File: src/rtl/pipe_ctrl_pkg.sv
// Shared definitions for the pipeline stall/flush controller: stall vector
// encodings, controller state type and the default exception vector.
package pipe_ctrl_pkg;

    // Stall vectors: highest set bit k holds stages 0..k and bubbles stage k+1.
    localparam logic [5:0] STALL_NONE = 6'b000000;
    localparam logic [5:0] STALL_IF   = 6'b000011;
    localparam logic [5:0] STALL_ID   = 6'b000111;
    localparam logic [5:0] STALL_EX   = 6'b001111;
    localparam logic [5:0] STALL_MEM  = 6'b011111;

    localparam logic [31:0] EXC_VECTOR_DEFAULT = 32'hBFC0_0380;

    typedef enum logic [1:0] {
        IDLE       = 2'd0,
        DIV_WAIT   = 2'd1,
        FLUSH_PEND = 2'd2
    } ctrl_state_t;

    // Exception beats ERET when both commit in the same cycle.
    function automatic logic [31:0] redirect_target(
        input logic        excp_valid,
        input logic [31:0] epc,
        input logic [31:0] exc_vector
    );
        return excp_valid ? exc_vector : epc;
    endfunction

endpackage

File: src/rtl/pipe_ctrl_load_use_det.sv
// Combinational load-use detector: the instruction in ID reads a register
// that the load currently in EX has not yet produced. r0 never hazards.
module load_use_det
    import pipe_ctrl_pkg::*;
(
    input  logic       ex_is_load_i,
    input  logic [4:0] ex_waddr_i,
    input  logic       id_re1_i,
    input  logic       id_re2_i,
    input  logic [4:0] id_raddr1_i,
    input  logic [4:0] id_raddr2_i,
    output logic       hit_o
);

    logic [1:0]      src_re;
    logic [1:0][4:0] src_addr;
    logic [1:0]      src_match;

    assign src_re   = {id_re2_i, id_re1_i};
    assign src_addr = {id_raddr2_i, id_raddr1_i};

    // One comparator per ID source operand.
    generate
        for (genvar gi = 0; gi < 2; gi++) begin : g_src
            assign src_match[gi] = src_re[gi] && (src_addr[gi] == ex_waddr_i);
        end
    endgenerate

    assign hit_o = ex_is_load_i && (ex_waddr_i != 5'd0) && (|src_match);

endmodule

File: src/rtl/pipe_ctrl.sv
// Central stall/flush controller for the 5-stage pipeline. Resolves load-use,
// multi-cycle divide, outstanding SRAM transactions and exception/ERET
// redirects; also counts cycles in which the PC is held.
module pipe_ctrl
    import pipe_ctrl_pkg::*;
#(
    parameter logic [31:0] EXC_VECTOR = EXC_VECTOR_DEFAULT,
    parameter int          CNT_W      = 32
) (
    input  logic             clk_i,
    input  logic             rst_n_i,
    input  logic             id_re1_i,
    input  logic             id_re2_i,
    input  logic [4:0]       id_raddr1_i,
    input  logic [4:0]       id_raddr2_i,
    input  logic             ex_is_load_i,
    input  logic [4:0]       ex_waddr_i,
    input  logic             ex_is_div_i,
    input  logic             div_done_i,
    output logic             div_start_o,
    output logic             div_cancel_o,
    input  logic             if_wait_i,
    input  logic             mem_wait_i,
    input  logic             excp_valid_i,
    input  logic             eret_i,
    input  logic [31:0]      epc_i,
    output logic [5:0]       stall_o,
    output logic             flush_o,
    output logic [31:0]      new_pc_o,
    output logic [CNT_W-1:0] stall_cnt_o
);

    ctrl_state_t      state_q, state_d;
    logic [31:0]      pend_pc_q, pend_pc_d;
    logic             div_start_q, div_start_d;
    logic             div_cancel_q, div_cancel_d;
    logic [CNT_W-1:0] stall_cnt_q;

    logic        load_use;
    logic        exc_req;
    logic [31:0] exc_target;
    logic        flush;
    logic [31:0] new_pc;
    logic        div_stall;
    logic [5:0]  stall;

    load_use_det u_load_use_det (
        .ex_is_load_i (ex_is_load_i),
        .ex_waddr_i   (ex_waddr_i),
        .id_re1_i     (id_re1_i),
        .id_re2_i     (id_re2_i),
        .id_raddr1_i  (id_raddr1_i),
        .id_raddr2_i  (id_raddr2_i),
        .hit_o        (load_use)
    );

    assign exc_req    = excp_valid_i || eret_i;
    assign exc_target = redirect_target(excp_valid_i, epc_i, EXC_VECTOR);

    // Next-state, flush strobe and divider handshake requests.
    always_comb begin
        state_d      = state_q;
        pend_pc_d    = pend_pc_q;
        div_start_d  = 1'b0;
        div_cancel_d = 1'b0;
        flush        = 1'b0;
        new_pc       = 32'd0;
        case (state_q)
            IDLE: begin
                // A committing exception kills the divide sitting in EX,
                // so it takes precedence over starting the divider.
                if (exc_req) begin
                    if (!mem_wait_i) begin
                        flush  = 1'b1;
                        new_pc = exc_target;
                    end else begin
                        state_d   = FLUSH_PEND;
                        pend_pc_d = exc_target;
                    end
                end else if (ex_is_div_i) begin
                    div_start_d = 1'b1;
                    state_d     = DIV_WAIT;
                end
            end
            DIV_WAIT: begin
                if (exc_req) begin
                    div_cancel_d = 1'b1;
                    if (!mem_wait_i) begin
                        flush   = 1'b1;
                        new_pc  = exc_target;
                        state_d = IDLE;
                    end else begin
                        state_d   = FLUSH_PEND;
                        pend_pc_d = exc_target;
                    end
                end else if (div_done_i) begin
                    state_d = IDLE;
                end
            end
            FLUSH_PEND: begin
                // Later exception inputs are ignored: the first one wins.
                if (!mem_wait_i) begin
                    flush   = 1'b1;
                    new_pc  = pend_pc_q;
                    state_d = IDLE;
                end
            end
            default: state_d = IDLE;
        endcase
        if (!rst_n_i) begin
            flush  = 1'b0;
            new_pc = 32'd0;
        end
    end

    assign div_stall = ((state_q == DIV_WAIT) && !div_done_i) ||
                       ((state_q == IDLE) && ex_is_div_i);

    // Stall vector, highest-priority hazard first.
    always_comb begin
        stall = STALL_NONE;
        if (!rst_n_i || flush) begin
            stall = STALL_NONE;
        end else if (mem_wait_i) begin
            stall = STALL_MEM;
        end else if (div_stall) begin
            stall = STALL_EX;
        end else if (load_use) begin
            stall = STALL_ID;
        end else if (if_wait_i) begin
            stall = STALL_IF;
        end
    end

    // State, latched redirect target, handshake pulses and stall counter.
    always_ff @(posedge clk_i) begin
        if (!rst_n_i) begin
            state_q      <= IDLE;
            pend_pc_q    <= 32'd0;
            div_start_q  <= 1'b0;
            div_cancel_q <= 1'b0;
            stall_cnt_q  <= '0;
        end else begin
            state_q      <= state_d;
            pend_pc_q    <= pend_pc_d;
            div_start_q  <= div_start_d;
            div_cancel_q <= div_cancel_d;
            if (stall[0]) begin
                stall_cnt_q <= stall_cnt_q + {{(CNT_W-1){1'b0}}, 1'b1};
            end
        end
    end

    assign stall_o      = stall;
    assign flush_o      = flush;
    assign new_pc_o     = new_pc;
    assign div_start_o  = div_start_q;
    assign div_cancel_o = div_cancel_q;
    assign stall_cnt_o  = stall_cnt_q;

endmodule

File: config.mk
export PLATFORM = sky130hd
export DESIGN_NAME = pipe_ctrl
export DESIGN_NICKNAME = d
export VERILOG_FILES = /design/src/rtl/pipe_ctrl_pkg.sv /design/src/rtl/pipe_ctrl_load_use_det.sv /design/src/rtl/pipe_ctrl.sv
export SDC_FILE = /design/constraint.sdc
export NUM_CORES = 1
export LEC_CHECK = 0
export CAP_MARGIN = 20
export CORE_MARGIN = 5
export CORE_UTILIZATION = 48
export CTS_CLUSTER_DIAMETER = 100
export CTS_CLUSTER_SIZE = 8
export DETAILED_ROUTE_END_ITERATION = 12
export GPL_TIMING_DRIVEN = 0
export MAX_ROUTING_LAYER = met4
export PLACE_DENSITY_LB_ADDON = 0.05
export SYNTH_ARGS = -nofsm -noshare
export SYNTH_HDL_FRONTEND = slang
export SYNTH_SLANG_ARGS = --single-unit
File: constraint.sdc
create_clock -name clk_i -period 6.4 [get_ports clk_i]
set_clock_uncertainty 0.1 [all_clocks]
set_input_delay 0.64 -clock clk_i [delete_from_list [all_inputs] [get_ports clk_i]]
set_output_delay 0.64 -clock clk_i [all_outputs]
set_load 0.005 [all_outputs]
# Word-level counts from Yosys, hierarchy flattened
# Cells that the tools add are included.
[totals] reg_bits=68 input_bits=58 out_inout_bits=73 elab_cells=60
[classes] add_sub_neg=1 eq_ne=8 muxes=25 bitwise=2 n_reduce_logical=19
[op_table] cell="32-bit two-way mux" n=5
[op_table] cell="32-bit one-hot mux with 2 select lines" n=1
[op_table] cell="32-bit by 1-bit adder with 32-bit output (second input constant)" n=1
[op_table] cell="2-bit two-way mux" n=8
[op_table] cell="5-bit equality test" n=2
[op_table] cell="5-bit two-way mux" n=2
[op_table] cell="3-bit != test (second input constant)" n=3
[op_table] cell="1-bit logical AND" n=6
[op_table] cell="2-bit one-hot mux with 3 select lines" n=1
[op_table] cell="1-bit two-way mux" n=5
[op_table] cell="5-bit nonzero test" n=1
[op_table] cell="4-bit two-way mux" n=1
[op_table] cell="4-bit AND reduction" n=1
[op_table] cell="2-bit OR reduction" n=2
[op_table] cell="1-bit logical OR" n=3
[op_table] cell="3-bit two-way mux" n=1
[op_table] cell="3-bit AND reduction" n=1
[op_table] cell="3-bit OR reduction" n=1
[op_table] cell="2-bit by 1-bit equality test with 1-bit output (second input constant)" n=1
[op_table] cell="2-bit equality test (second input constant)" n=1
[op_table] cell="1-bit logical NOT" n=2
[op_table] cell="2-bit logical NOT" n=1
[op_table] cell="2-bit != test (second input constant)" n=1
[op_table] cell="1-bit inverter" n=2
[op_table] cell="other kinds (2)" n=2

# Longest topological paths before layout
[depth] ltp_word=8 depth_mapped=9

# By module
# A second synthesis with hierarchy kept.
[hier_totals] hier_cells=488 hier_area_um2=3672.3
[by_module_without_submodules] module="pipe_ctrl" n_inst=1 cells_per_inst=471 area_each_um2=3538.4
[by_module_without_submodules] module="load_use_det" n_inst=1 cells_per_inst=17 area_each_um2=133.9

# Worst setup path after synthesis
# No wires, ideal clock.
[synth_path] path_type="input port to output port" startpoint="input port ex_waddr_i[0]" endpoint="output port stall_o[1]" arrival_ns=2.279 required_ns=5.660 slack_ns=3.381 stages=7 path_buffers=3 path_cell_list="or3_1 -> o311a_2 -> a221oi_4 -> buf_2 -> buf_4 -> inv_2 -> buf_4"
[synth_via] elab_chain_cells=8 word_cells_on_any_way=12 classes_between="eq/ne (2); mux (4); reduce/logical (6)"
[synth_lines] element="start: declaration" line="pipe_ctrl.sv:17" rtl="input logic [4:0] ex_waddr_i,"
[synth_lines] element="5-bit equality test" line="pipe_ctrl_load_use_det.sv:25" rtl="assign src_match[gi] = src_re[gi] && (src_addr[gi] == ex_waddr_i);"
[synth_lines] element="1-bit logical AND" line="pipe_ctrl_load_use_det.sv:25"
[synth_lines] element="2-bit OR reduction" line="pipe_ctrl_load_use_det.sv:29" rtl="assign hit_o = ex_is_load_i && (ex_waddr_i != 5'd0) && (|src_match);"
[synth_lines] element="1-bit logical AND (*)" line="pipe_ctrl_load_use_det.sv:29"
[synth_lines] element="3-bit two-way mux (*)" line="pipe_ctrl.sv:128" rtl="end else if (load_use) begin"
[synth_lines] element="4-bit two-way mux (*)" line="pipe_ctrl.sv:126" rtl="end else if (div_stall) begin"
[synth_lines] element="5-bit two-way mux (*)" line="pipe_ctrl.sv:124" rtl="end else if (mem_wait_i) begin"
[synth_lines] element="5-bit two-way mux (*)" line="pipe_ctrl.sv:122" rtl="if (!rst_n_i || flush) begin"
[synth_lines] element="end: declaration" line="pipe_ctrl.sv:27" rtl="output logic [5:0] stall_o,"
# Mark *: on every way between the ends. The rest lies on a longest branch, timed or not.

# Worst setup path after layout
# Ends and elaborated chain as after synthesis.

==> metrics.md <==
| Metric | Value |
|---|---|
| Status | finished clean |
| FFs w/ async S/R, synth | 0% |
| Worst EP required | 5.66 ns |
| Gr usage total | 25.1% |
| First-pass GRT wire length | 18000 µm |
| Wire per inst | 15.1 µm |
| Syn-to-layout area delta | 45.4% |
| Crit path kind | primary input to output port |
| Final WL | 11000 µm |
| RSZ-0062 raised after global routing | no |
| Ys Warns | 0 |
| Crit-path cells | clkdlybuf4s50_1 > or3_1 > o311a_2 > a221oi_4 > buf_2 > buf_4 > inv_2 > buf_4 > clkdlybuf4s50_1 |
| CTS Hold Bufs | 0 |
| Grt total ovfl | 0 |
| Worst setup SP type | primary input |
| Pins Over Slew Limit | 0 |
| CTS Buffer Depth | 2 |
| Die area | 9310 µm² |
| Crit path DAT | 3.45 ns |
| Clock Sinks | 68 |
| TritonCTS clock tree | yes |
| Post-CTS sizing | 0 |
| Crit path max-delay family | buffers and inverters |
| Setup TNS | 0 ns |
| Cell variety after synth | 45 |
| Core area | 7250 µm² |
| Number of global-route vias before repair | 3820 |
| Final GP Congestion | 0.838 |
| Port bufs | 128 |
| Mean Syn Cell Area | 7.39 µm² |
| Fin area | 5220 µm² |
| Cts bufs inserted | 9 |
| Antenna-violating nets left | 0 |
| Die H | 96.5 µm |
| Max FO, Critical Path | 10 |
| Largest net degree at the start of global routing | 14 |
| Slowest cell on crit path | clkdlybuf4s50_1 |
| Clk_lat worst skew | 0.34 ns |
| Path type of the worst min-delay path | flop to flop |
| Synth Net Count | 545 |
| Drt pass-1 iters | 5 |
| Met2 Usage GRT | 41.3% |
| Pleak | 1.69 nW |
| Drc violations | 0 |
| Synth Cell Area | 3590 µm² |
| Setup crit end kind | output port |
| Die X | 96.5 µm |
| Placed cell count | 713 |
| Synth Flop Type | dfxtp_1 |
| Starting Density | 49.5% |
| Via count | 3987 |
| Setup repair bufs after CTS | 0 |
| Post-synthesis cell count | 486 |
| I/O pins | 131 |
| DR vias/cell | 5.47 |
| Hold Path Cell Cnt | 2 |
| VDD IR max | 0.107 mV |
| Nets@finish | 684 |
| H-tree Lvls | 3 |
| Post-layout util | 72.0% |
| Fmax | 0.239 GHz |
| Met1 usage | 31.0% |
| Antenna violations before repair | 0 |
| Relative slew slack | 57.1% |
| Post-layout min period | 4.19 ns |
| Pwr/cell area | 194 nW/µm² |
| Synth Register Bits | 68 |
| Clk root buf | clkbuf_8 |
| Slew @ Worst Pin | 0.642 ns |
| CP max stage delay | 0.47 ns |
| Row Count | 31 |
| Met3 usage | 3.80% |
| Max-cap check violation count | 0 |
| EDFF count, synth | 0 |
| Sequential element share of the synthesized area | 37.9% |
| Final hold violation count | 0 |
| Share of layout cells above drive strength 1 | 5.08% |
| Antenna Cells | 0 |
| Final non-filler cell total | 729 |
| Final Setup Violations | 0 |
| Clock slew at reported path FFs | 0.07 ns |
| Detailed Route Iter0 Violations | 225 |
| HPWL Detailed | 8070 µm |
| Worst path bufs/invs | 6 |
| Flop-to-flop setup slack | 3.91 ns |
| WP depth | 9 |
| R2R depth | 7 |
| Most Crowded Layer GR | met2 |
| Final Cycle Share | 65.4% |
| Cell Area, Placed | 5000 µm² |
| Final hold slack | 0.360 ns |
-- layout make-up --
type,instances,area (µm²)
clock buffer,9,124
buffer,40,175
sequential,68,1360
clock inverter,7,100
multi-input combinational,374,2040
timing repair buffer,128,1280
tap,99,124
inverter,4,15.0
fill,590,2030
-- power breakdown --
part,leakage [nW],internal [mW],total (mW),switching [mW]
Combinational,1.04,0.0864,0.174,0.0876
Clock,0.102,0.221,0.394,0.173
Sequential,0.553,0.436,0.445,0.00846
-- metrics by stage --
stage | power [mW] | setup slack, ns
3_5_place_dp | 0.627 | 2.21
2_1_floorplan | 0.541 | 3.38
5_1_grt | 1.06 | 2.07
4_1_cts | 1.02 | 2.20
3_3_place_gp | 0.623 | 2.22
6_report | 1.01 | 2.21
-- synth_stat cells (4+ instances only) --
library cell	instances	area (µm²)
nor3_1	24	120
a21oi_1	59	295
buf_4	4	30.0
nor2b_1	21	131
nor2_1	44	165
o31ai_1	10	75.1
nand4_1	11	68.8
or3_1	20	125
a22oi_1	20	150
dfxtp_1	68	1360
or4_1	7	52.6
nand3_1	10	50.1
clkbuf_1	32	120
o21ai_0	30	150
xnor2_1	10	87.6
and2_1	4	25.0
nand2_1	72	270
-- worst reg2reg max path, delay by kind of cell (launching register included) --
family	cells	cell delay, ns
simple gates	5	1.37
flops	1	0.44
compound gates	1	0.15
buf+inv	1	0.38
-- cells by family after synthesis --
logic type / synth area share (%)
XOR/XNOR: 2.68
buffers and inverters: 5.29
flip-flops: 37.9
adder cells (fa/ha/maj): 0.348
multiplexers: 0.279
other: 0.104
AO/OA/AOI/OAI: 22.0
AND/OR/NAND/NOR: 31.4
-- layer usage --
metal	share of wire (%)	up-vias
met1	42	1849
met3	6.7	17
met5	0	-
li1	-	1979
met4	1.6	0
met2	50	142
-- state kept, by name (all words and copies together), names as in the netlist --
signal        count
pend_pc_q        32
stall_cnt_o      32
state_q           2
div_cancel_o      1
div_start_o       1
-- placed cells by master, fill, tap and decap left out, types with 21 or more instances in the layout --
cell type	synthesis	layout
o21ai_0	30	30
nand2_1	72	72
nor2_1	44	44
nor3_1	24	24
a21oi_1	59	59
clkdlybuf4s50_1	0	128
dfxtp_1	68	68
nor2b_1	21	21
clkbuf_1	32	32
-- final timing paths --
path | endpoint | from
worst max-delay path | stall_o[1] | ex_waddr_i[0]
worst min-delay path | pend_pc_q[0] | pend_pc_q[0]
worst max register to register | stall_cnt_o[25] | stall_cnt_o[7]
worst min register to register | pend_pc_q[0] | pend_pc_q[0]
(Power assumes the default switching activity.)
